`src/rtl/fifo_pkg.sv`:
```
// Shared definitions for the 8x8 asynchronous FIFO.
// Holds the default geometry and the Gray/binary pointer conversions used by
// both the read-side and write-side controllers.
package fifo_pkg;

  localparam int FIFO_DEPTH      = 8;
  localparam int FIFO_DATA_WIDTH = 8;
  localparam int FIFO_PTR_SIZE   = 3;

  // Pointers carry one extra wrap bit above the memory address.
  typedef logic [FIFO_PTR_SIZE:0] ptr_t;

  function automatic ptr_t bin2gray(input ptr_t b);
    return b ^ (b >> 1);
  endfunction

  // Each binary bit is the XOR of all Gray bits at or above it.
  function automatic ptr_t gray2bin(input ptr_t g);
    ptr_t b;
    b[FIFO_PTR_SIZE] = g[FIFO_PTR_SIZE];
    for (int i = FIFO_PTR_SIZE - 1; i >= 0; i--) b[i] = b[i+1] ^ g[i];
    return b;
  endfunction

endpackage

```
`src/rtl/ptr_sync_2ff.sv`:
```
// Two-flop synchroniser for Gray-coded pointers crossing clock domains.
// Ports:
//   clk   - destination clock
//   rst_n - asynchronous active-low clear
//   d     - pointer from the source domain
//   q     - pointer after two destination flops
module ptr_sync_2ff #(
  parameter int WIDTH = 4
) (
  input  logic             clk,
  input  logic             rst_n,
  input  logic [WIDTH-1:0] d,
  output logic [WIDTH-1:0] q
);

  logic [WIDTH-1:0] q1_q, q1_d;
  logic [WIDTH-1:0] q2_q, q2_d;

  always_comb begin
    q1_d = d;
    q2_d = q1_q;
  end

  always_ff @(posedge clk or negedge rst_n) begin
    if (!rst_n) begin
      q1_q <= '0;
      q2_q <= '0;
    end else begin
      q1_q <= q1_d;
      q2_q <= q2_d;
    end
  end

  assign q = q2_q;

endmodule

```
`src/rtl/fifo_read_ctrl.sv`:
```
// Read-side controller of the asynchronous FIFO, entirely in the rclk domain.
// Synchronises the write pointer, tracks the read pointer (binary + Gray),
// derives empty/level and feeds a one-entry registered valid/ready output.
// Ports:
//   rclk, reset_n  - read clock, asynchronous active-low reset
//   wptr_gray      - Gray write pointer from the wclk domain
//   mem_raddr      - memory read address; mem_rdata is its combinational word
//   rptr_gray      - registered Gray read pointer back to the write domain
//   dout/dout_valid/dout_ready - output stage handshake
//   fifo_empty     - no unread word in memory
//   rd_level       - words in memory visible to the reader, 0..DEPTH
module fifo_read_ctrl
  import fifo_pkg::*;
#(
  parameter int DEPTH      = FIFO_DEPTH,
  parameter int DATA_WIDTH = FIFO_DATA_WIDTH,
  parameter int PTR_SIZE   = FIFO_PTR_SIZE
) (
  input  logic                  rclk,
  input  logic                  reset_n,
  input  logic [PTR_SIZE:0]     wptr_gray,
  output logic [PTR_SIZE-1:0]   mem_raddr,
  input  logic [DATA_WIDTH-1:0] mem_rdata,
  output logic [PTR_SIZE:0]     rptr_gray,
  output logic [DATA_WIDTH-1:0] dout,
  output logic                  dout_valid,
  input  logic                  dout_ready,
  output logic                  fifo_empty,
  output logic [PTR_SIZE:0]     rd_level
);

  localparam logic [PTR_SIZE-1:0] ADDR_MSK = PTR_SIZE'(DEPTH - 1);

  logic [PTR_SIZE:0]     wq2, wbin;
  logic [PTR_SIZE:0]     rbin_q, rbin_d;
  logic [PTR_SIZE:0]     rgray_q, rgray_d;
  logic [DATA_WIDTH-1:0] dout_q, dout_d;
  logic                  dvld_q, dvld_d;
  logic                  load;

  // wptr_gray only reaches logic through the synchroniser.
  ptr_sync_2ff #(.WIDTH(PTR_SIZE + 1)) u_wptr_sync (
    .clk   (rclk),
    .rst_n (reset_n),
    .d     (wptr_gray),
    .q     (wq2)
  );

  always_comb begin
    wbin       = gray2bin(wq2);
    fifo_empty = (rgray_q == wq2);
    rd_level   = wbin - rbin_q;
    // Load whenever memory has a word and the stage is free or being drained.
    load       = !fifo_empty && (!dvld_q || dout_ready);

    rbin_d = rbin_q;
    dout_d = dout_q;
    dvld_d = dvld_q;
    if (load) begin
      rbin_d = rbin_q + 1'b1;
      dout_d = mem_rdata;
      dvld_d = 1'b1;
    end else if (dvld_q && dout_ready) begin
      dvld_d = 1'b0;
    end
    // Gray pointer registered from the next binary value: glitch-free to wclk.
    rgray_d = bin2gray(rbin_d);
  end

  always_ff @(posedge rclk or negedge reset_n) begin
    if (!reset_n) begin
      rbin_q  <= '0;
      rgray_q <= '0;
      dout_q  <= '0;
      dvld_q  <= 1'b0;
    end else begin
      rbin_q  <= rbin_d;
      rgray_q <= rgray_d;
      dout_q  <= dout_d;
      dvld_q  <= dvld_d;
    end
  end

  assign mem_raddr  = rbin_q[PTR_SIZE-1:0] & ADDR_MSK;
  assign rptr_gray  = rgray_q;
  assign dout       = dout_q;
  assign dout_valid = dvld_q;

endmodule

```
`config.mk`:
```
export PLATFORM = sky130hd
export DESIGN_NAME = fifo_read_ctrl
export DESIGN_NICKNAME = d
export VERILOG_FILES = /design/src/rtl/fifo_pkg.sv /design/src/rtl/ptr_sync_2ff.sv /design/src/rtl/fifo_read_ctrl.sv
export SDC_FILE = /design/constraint.sdc
export NUM_CORES = 1
export LEC_CHECK = 0
export ABC_CLOCK_PERIOD_IN_PS = 2600
export CAP_MARGIN = 20
export CORE_MARGIN = 1.5
export CORE_UTILIZATION = 45
export CTS_CLUSTER_SIZE = 28
export DETAILED_ROUTE_END_ITERATION = 8
export PLACE_DENSITY = 0.87
export SLEW_MARGIN = 20
export SYNTH_ARGS = -nofsm -noshare
export SYNTH_HDL_FRONTEND = slang
export SYNTH_SLANG_ARGS = --single-unit
```
`constraint.sdc`:
```
create_clock -name rclk -period 2.6 [get_ports rclk]
set_input_delay 0.52 -clock rclk [delete_from_list [all_inputs] [get_ports rclk]]
set_output_delay 0.52 -clock rclk [all_outputs]
set_load 0.005 [all_outputs]
```
# Yosys cells after proc, flatten, opt, wreduce, memory -nomap -nowiden
# Index checks and enable logic that the tools add are counted.
# word_totals
regBits	25
in_bits	15
out_inout_bits	21
word_cells	22
# op_classes
addsub	2
eq_ne	1
muxes	3
bitwise_logic	4
n_reduce_logical	6
# ops
cell	n
4-bit by 1-bit adder with 4-bit output, second input constant	1
4-bit == test	1
4-bit two-way mux	1
4-bit subtractor	1
4-bit by 3-bit bitwise XOR with 4-bit output	1
1-bit bitwise XOR	3
1-bit logical AND	2
1-bit zero test	2
1-bit two-way mux	2
2-bit nonzero test	1
1-bit logical OR	1

# Depth between registers and ports, before layout
# Gate-level depths: netlist of run 1.
# depth
ltp_word	5
mapped_depth	8
depth_no_buf	8

# By module
# Synthesis of run 1 repeated with hierarchy kept, for this count alone.
# unflattened
hier_cells	85
hier_area_um2	1127.3
# by_module_without_submodules
mod	n_inst	cells_per_inst	area_each_um2	seq_area_each_um2
fifo_read_ctrl	1	77	927.1	400.4
ptr_sync_2ff	1	8	200.2	200.2

# Worst setup path after synthesis of run 1
# No wires, ideal clock.
# synth_path
path_type	reg-to-output
from	register u_wptr_sync.q2_q[2], in the netlist u_wptr_sync.q[2]
to	output rd_level[3]
t_arrival_ns	1.731
t_required_ns	2.080
path_slack_ns	0.349
path_stages_with_launch	9
path_buffers	0
cell_sequence	dfrtp_1 xor2_1 xnor2_1 xor2_1 ha_1 inv_1 a21o_1 a21oi_1 xor2_1
# synth_via
elab_chain_cells	4
# synth_rtl
item	line	source
start, declared	ptr_sync_2ff.sv:17	logic [WIDTH-1:0] q2_q, q2_d;
start signal, assigned	ptr_sync_2ff.sv:30	q2_q <= q2_d;
1-bit bitwise XOR *	fifo_pkg.sv:21	for (int i = FIFO_PTR_SIZE - 1; i >= 0; i--) b[i] = b[i+1] ^ g[i];
1-bit bitwise XOR (2 in a row)	fifo_pkg.sv:21	
4-bit subtractor *	fifo_read_ctrl.sv:52	rd_level = wbin - rbin_q;
end, declared	fifo_read_ctrl.sv:29	output logic [PTR_SIZE:0] rd_level
# Every way passes the cells marked *; elsewhere a longest branch is shown, timed or not.

# Worst setup path after layout of run 1
# layout_path
from	register u_wptr_sync.q2_q[3], in the netlist u_wptr_sync.q[3]
to	output rd_level[3]
# layout_via
elab_chain_cells	4
# layout_rtl
item	line
1-bit bitwise XOR (3 in a row)	fifo_pkg.sv:21
4-bit subtractor *	fifo_read_ctrl.sv:52
# Marked as above.

==> results of run 1 <==
[metal layers]
| layer | part of all wire | vias to the layer above | wire length [µm] | global-route usage |
|---|---|---|---|---|
| met1 | 0.41 | 420 | 1000 | 0.231 |
| met3 | 0.040 | 4 | 97 | 0.0282 |
| met5 | 0 | - | 0 | 0 |
| met2 | 0.53 | 27 | 1300 | 0.348 |
| met4 | 0.014 | 0 | 35 | 0.103 |
| li1 | - | 383 | - | - |
[flip-flops by register name, summed over array words and instances, names as in the netlist]
signal and cells:
u_wptr_sync.q 4, u_wptr_sync.q1_q 4, dout 8, rptr_gray 3, dout_valid 1, rbin_q 4
[final cells by class]
type	instances	area (µm²)	area share
sequential	24	601	0.364
multi-input combinational	50	510	0.309
inverter	8	30.0	0.0182
clock buffer	3	22.5	0.0136
tap	28	35.0	0.0212
timing repair buffer	50	453	0.274
[per-stage QoR]
stage / power, mW / setup TNS, ns
floorplan: 1.08 / 0
global placement: 1.51 / -0.243
detailed placement: 1.56 / -0.662
CTS: 1.73 / -0.277
global route: 1.85 / -0.526
finish: 1.73 / -0.250
[layout by cell type, fill, tap and decap left out, types with 2 or more instances in the layout]
cell type        synthesis  layout
mux2_2                   5       5
nand4_1                  3       3
xnor2_2                  1       2
mux2_4                   5       5
dlygate4sd2_1            0       2
nand2_1                  5       5
inv_2                    0       3
buf_2                    0       3
buf_4                    0      13
buf_6                    2       2
clkdlybuf4s50_1          0      30
inv_1                    8       5
xor2_1                   9       8
clkbuf_4                 0       3
ha_1                     4       2
xnor2_1                  5       4
dfrtp_1                 24      24
[how the worst max path moves through the flow]
stage	to	slack, ns	cells past startpoint	startpoint
after floorplan	rd_level[3]	0.35	8	u_wptr_sync.q[2]$_DFF_PN0_
after global placement	rd_level[3]	-0.11	9	u_wptr_sync.q[2]$_DFF_PN0_
final	rd_level[3]	-0.17	10	u_wptr_sync.q[3]$_DFF_PN0_
after CTS	rd_level[3]	-0.17	10	u_wptr_sync.q[3]$_DFF_PN0_
after detailed placement	rd_level[3]	-0.28	9	u_wptr_sync.q[2]$_DFF_PN0_
after global routing	rd_level[3]	-0.28	10	u_wptr_sync.q[3]$_DFF_PN0_
[critical path, delay by kind of cell (launching register included)]
family          cells  cell delay, ns
xor+xnor            4            0.75
flops               1            0.43
buf+inv             3            0.25
compound gates      2            0.30
fa+ha+maj           1            0.23
[logic make-up after synthesis]
| logic type | count (synthesis) | synth area share |
|---|---|---|
| flops | 24 | 0.533 |
| xor+xnor | 15 | 0.123 |
| compound gates | 6 | 0.0422 |
| simple gates | 13 | 0.0644 |
| buf+inv | 11 | 0.0499 |
| mux | 11 | 0.125 |
| fa+ha+maj | 5 | 0.0622 |
[power by group]
| group | switching [mW] | internal, mW |
|---|---|---|
| registers | 0.0776 | 0.480 |
| clock network | 0.100 | 0.0542 |
| logic | 0.425 | 0.596 |
| total | 0.603 | 1.13 |
[timing repair]
action | 4_1_cts | 5_1_grt
buffers inserted | 6 | 1
gates resized for setup | 26 | 0
pin swaps | 10 | 4
endpoints found under the setup margin | 5 | 3
==> flow_summary.toml, run 1 <==
[outcome]
outcome = "finished with violations"
violations = "setup timing"

[pwr]
powerDensity_mw_per_mm2 = 1050
peakVddDrop_mv = 0.604
p_leak_nw = 0.756

[floorplanning]
die_height_um = 53.1
placementRows = 17
ios = 36
start_util = 0.491
fp.dieW_um = 53.1
dieArea_mm2 = 0.00281
coreArea_mm2 = 0.00230

[cells_and_area]
fin_cells = 163
post-route-util = 0.719
design_area_mm2 = 0.00165
num_antenna_cells = 0
drive_gt1_frac = 0.311
fillers = 170
nets = 157
syn_to_final_growth_pct = 46.5

[setup_path]
cp_slowest_stage_delay_ns = 0.43
r2r_slack_ns = 0.47
worstPathRequired_ns = 2.08
cp_slowest_cell = "dfrtp_1"
reg2reg_from = "u_wptr_sync.q[3]$_DFF_PN0_"
critPathKind = "register to output port"
crit_chain = "xor2_2, xnor2_2, xor2_1, ha_2, buf_6, inv_2, a21o_1, a21oi_2, xor2_1, buf_2"
worstSetupEndpointType = "output port"
crit_top_cell = "xor2_1"
r2r-end = "rptr_gray[0]$_DFF_PN0_"
crit_arrival_ns = 2.25
cp_max_fo = 2
r2r_cells = 7
start_kind = "register"

[clock_tree]
cts_hold_buf = 0
cts.clk_slew.worst_paths_ns = 0.12
cts-root-buf = "clkbuf_4"
cts_tree = "yes"
h-tree-depth = 1
cts.path.max_buffers = 2
numCtsBuffers = 3
cts_sinks = 24
clk_latency_ns = 0.31

[routing]
drtPass1Iterations = 4
first_iter_violations = 9
viasPerCell = 5.12
drtAntennaViolNets = 0
wire_per_inst_um = 15.0
drt_wl_total_mm = 2.44
num_vias = 834
drc = 0

[yosys]
synthesis.instances = 85
yosysSeqAreaShare = 0.533
synth_area_leaders = "dfrtp_1, xor2_1, mux2_4"
synth_nets = 105
yosys-top-cells-count = "dfrtp_1, xor2_1, inv_1"
synth-edff-count = 0
async_reset_ff_frac = 1.00
synth.distinct_cells = 25
synth.cell_area_mm2 = 0.00113
yosys.area.top_type_share = 0.533
avgSynthCellArea_um2 = 13.3
synth_seq_cells = 24
synth_top_cell_by_area = "dfrtp_1"
synth_most_common_cell = "dfrtp_1"
yosysWarnings = 0
synth_top_flop_cell = "dfrtp_1"

[timing]
slew_viol_final = 0
relSlewSlack = 0.770
period_needed_ns = 2.77
setup_ws_ns = -0.172
max_freq_mhz = 361
holdWs_ns = 0.370
setup_viol = 3
worst_slew_pin_slew_ns = 0.340
hold_viol = 0
final.setup_skew_ns = 0.00142
fin_crit_sh = 1.07
rsz0062_at_grt = "yes"

[place]
place_congestion = 0.776
dp_cells = 154
hpwl_mm = 1.73
pre_cts_slack_ns = -0.279
placed_cell_area_mm2 = 0.00155
io_buffers = 35

[global_routing]
antenna_found_initial = 0
grt_max_degree = 25
gr-usage-all-layers = 0.197
grt_pass1_vias = 820
globalRouteOverflowTotal = 0
grt_pass1_wl_mm = 3.77

[worst_hold_path]
hold_end = "u_wptr_sync.q[2]$_DFF_PN0_"
hold_depth = 0
min_from = "u_wptr_sync.q1_q[2]$_DFF_PN0_"
min_path_type = "register to register"

[run]
maxCapViolCount = 0
No activity file was read; power rests on OpenSTA's default activity.
==> run 2, diff against run 1 <==
CTS_BUF_LIST = sky130_fd_sc_hd__clkbuf_4   (was not set)
==> results of run 2 <==
Same layout as run 1: the final DEF is identical, and so are final timing and power.
==> run 3, diff against run 2 <==
ABC_CLOCK_PERIOD_IN_PS = 2700   (was 2600)
CAP_MARGIN = not set   (was 20)
CORE_ASPECT_RATIO = 0.5   (was not set)
CORE_UTILIZATION = 41   (was 45)
PLACE_DENSITY = 0.81   (was 0.87)
clock period = 2.7 ns   (was 2.6 ns; I/O delays follow)
==> flow_summary.toml, run 3 (synthesized netlist as in run 1, its figures left out) <==
[outcome]
outcome = "complete, no violations"

[global_routing]
grt_pass1_wl_mm = 3.37
grt_pass1_vias = 725
grt_max_degree = 25
gr-usage-all-layers = 0.149
globalRouteOverflowTotal = 0
antenna_found_initial = 0

[timing]
slew_viol_final = 0
relSlewSlack = 0.787
rsz0062_at_grt = "yes"
setup_viol = 0
max_freq_mhz = 374
hold_viol = 0
period_needed_ns = 2.67
fin_crit_sh = 0.989
tns_ns = 0
final.setup_skew_ns = 0.0123
worst_slew_pin_slew_ns = 0.318

[setup_path]
worstPathRequired_ns = 2.16
critPathKind = "register to output port"
cp_max_fo = 2
crit_arrival_ns = 2.13
worstSetupEndpointType = "output port"
r2r_slack_ns = 0.73
start_kind = "register"

[floorplanning]
ios = 36
placementRows = 13
fp.dieW_um = 77.2
dieArea_mm2 = 0.00309
coreArea_mm2 = 0.00260
start_util = 0.433
die_height_um = 40.1

[routing]
viasPerCell = 4.65
drtAntennaViolNets = 0
wire_per_inst_um = 12.8
first_iter_violations = 16
drt_wl_total_mm = 2.19
drc = 0
num_vias = 795
drtPass1Iterations = 4

[place]
io_buffers = 35
place_congestion = 0.713
hpwl_mm = 1.58

[pwr]
p_leak_nw = 0.762
peakVddDrop_mv = 0.467
totalPowerFinal_mw = 1.75
powerDensity_mw_per_mm2 = 1040

[clock_tree]
cts_tree = "yes"
cts_sinks = 24
cts-root-buf = "clkbuf_4"
cts.path.max_buffers = 2
cts.clk_slew.worst_paths_ns = 0.12
h-tree-depth = 1
clk_latency_ns = 0.32
numCtsBuffers = 3

[worst_hold_path]
min_path_type = "register to register"

[cells_and_area]
num_antenna_cells = 0
post-route-util = 0.645
final_common_cell = "clkdlybuf4s50_1"
largest_reg_flops = 8
nets = 155
syn_to_final_growth_pct = 48.8
layout_common_cells = "clkdlybuf4s50_1, dfrtp_1, buf_4, xor2_1"
fillers = 207
drive_gt1_frac = 0.321

[run]
maxCapViolCount = 0
-- run 3: path summary, 6_finish.rpt --
| check | cells past startpoint | startpoint | to |
|---|---|---|---|
| hold / removal | 0 | u_wptr_sync.q1_q[0]$_DFF_PN0_ | u_wptr_sync.q[0]$_DFF_PN0_ |
| max in group asynchronous | 2 | reset_n | u_wptr_sync.q1_q[0]$_DFF_PN0_ |
| hold reg to reg | 0 | u_wptr_sync.q1_q[0]$_DFF_PN0_ | u_wptr_sync.q[0]$_DFF_PN0_ |
| min in group asynchronous | 2 | reset_n | dout_valid$_DFFE_PN0P_ |
| setup / recovery | 7 | u_wptr_sync.q[2]$_DFF_PN0_ | rd_level[1] |
| setup reg to reg | 6 | u_wptr_sync.q[2]$_DFF_PN0_ | dout[5]$_DFFE_PN0P_ |
-- run 3: layout make-up --
cell class | count | area (µm²) | area share
Clock inverter | 1 | 30.0 | 0.0179
Timing Repair Buffer | 48 | 430 | 0.257
Tap cell | 37 | 46.3 | 0.0276
Clock buffer | 3 | 22.5 | 0.0134
Sequential cell | 24 | 601 | 0.358
Multi-Input combinational cell | 50 | 518 | 0.309
Inverter | 8 | 30.0 | 0.0179
-- run 3: critical path, stage by stage, from the launching register on --
cell and delay [ns]:
dfrtp_1 0.44, xor2_2 0.21, xnor2_2 0.15, xor2_1 0.15
ha_2 0.21, fa_2 0.54, inv_2 0.03, buf_2 0.11
-- run 3: repair_timing --
item                                    CTS  global route
hold buffers                              0             0
resized for setup                        20             6
endpoints found under the setup margin    5             3
pin swaps                                 8             8
buffers inserted                          4             2
-- run 3: metrics by stage --
stage	hold slack (ns)	area [µm²]	instances	setup WS, ns
floorplan	0.244	1130	85	0.429
global placement	0.337	1560	162	-0.0351
detailed placement	0.336	1560	162	-0.117
CTS	0.365	1640	170	0.00243
global route	0.370	1680	171	-0.0768
finish	0.363	1680	171	0.0288
-- run 3: power by group --
| group | switching, mW | internal [mW] | leakage, nW |
|---|---|---|---|
| logic | 0.391 | 0.567 | 0.456 |
| registers | 0.0700 | 0.462 | 0.278 |
| clock network | 0.106 | 0.150 | 0.0279 |
| total | 0.568 | 1.18 | 0.762 |
-- run 3: routing by layer --
layer,vias to the layer above,global-route usage,part of all wire
met4,0,0.0409,0.0091
met3,2,0.0409,0.040
li1,381,-,-
met1,396,0.196,0.48
met5,-,0,0
met2,16,0.252,0.47
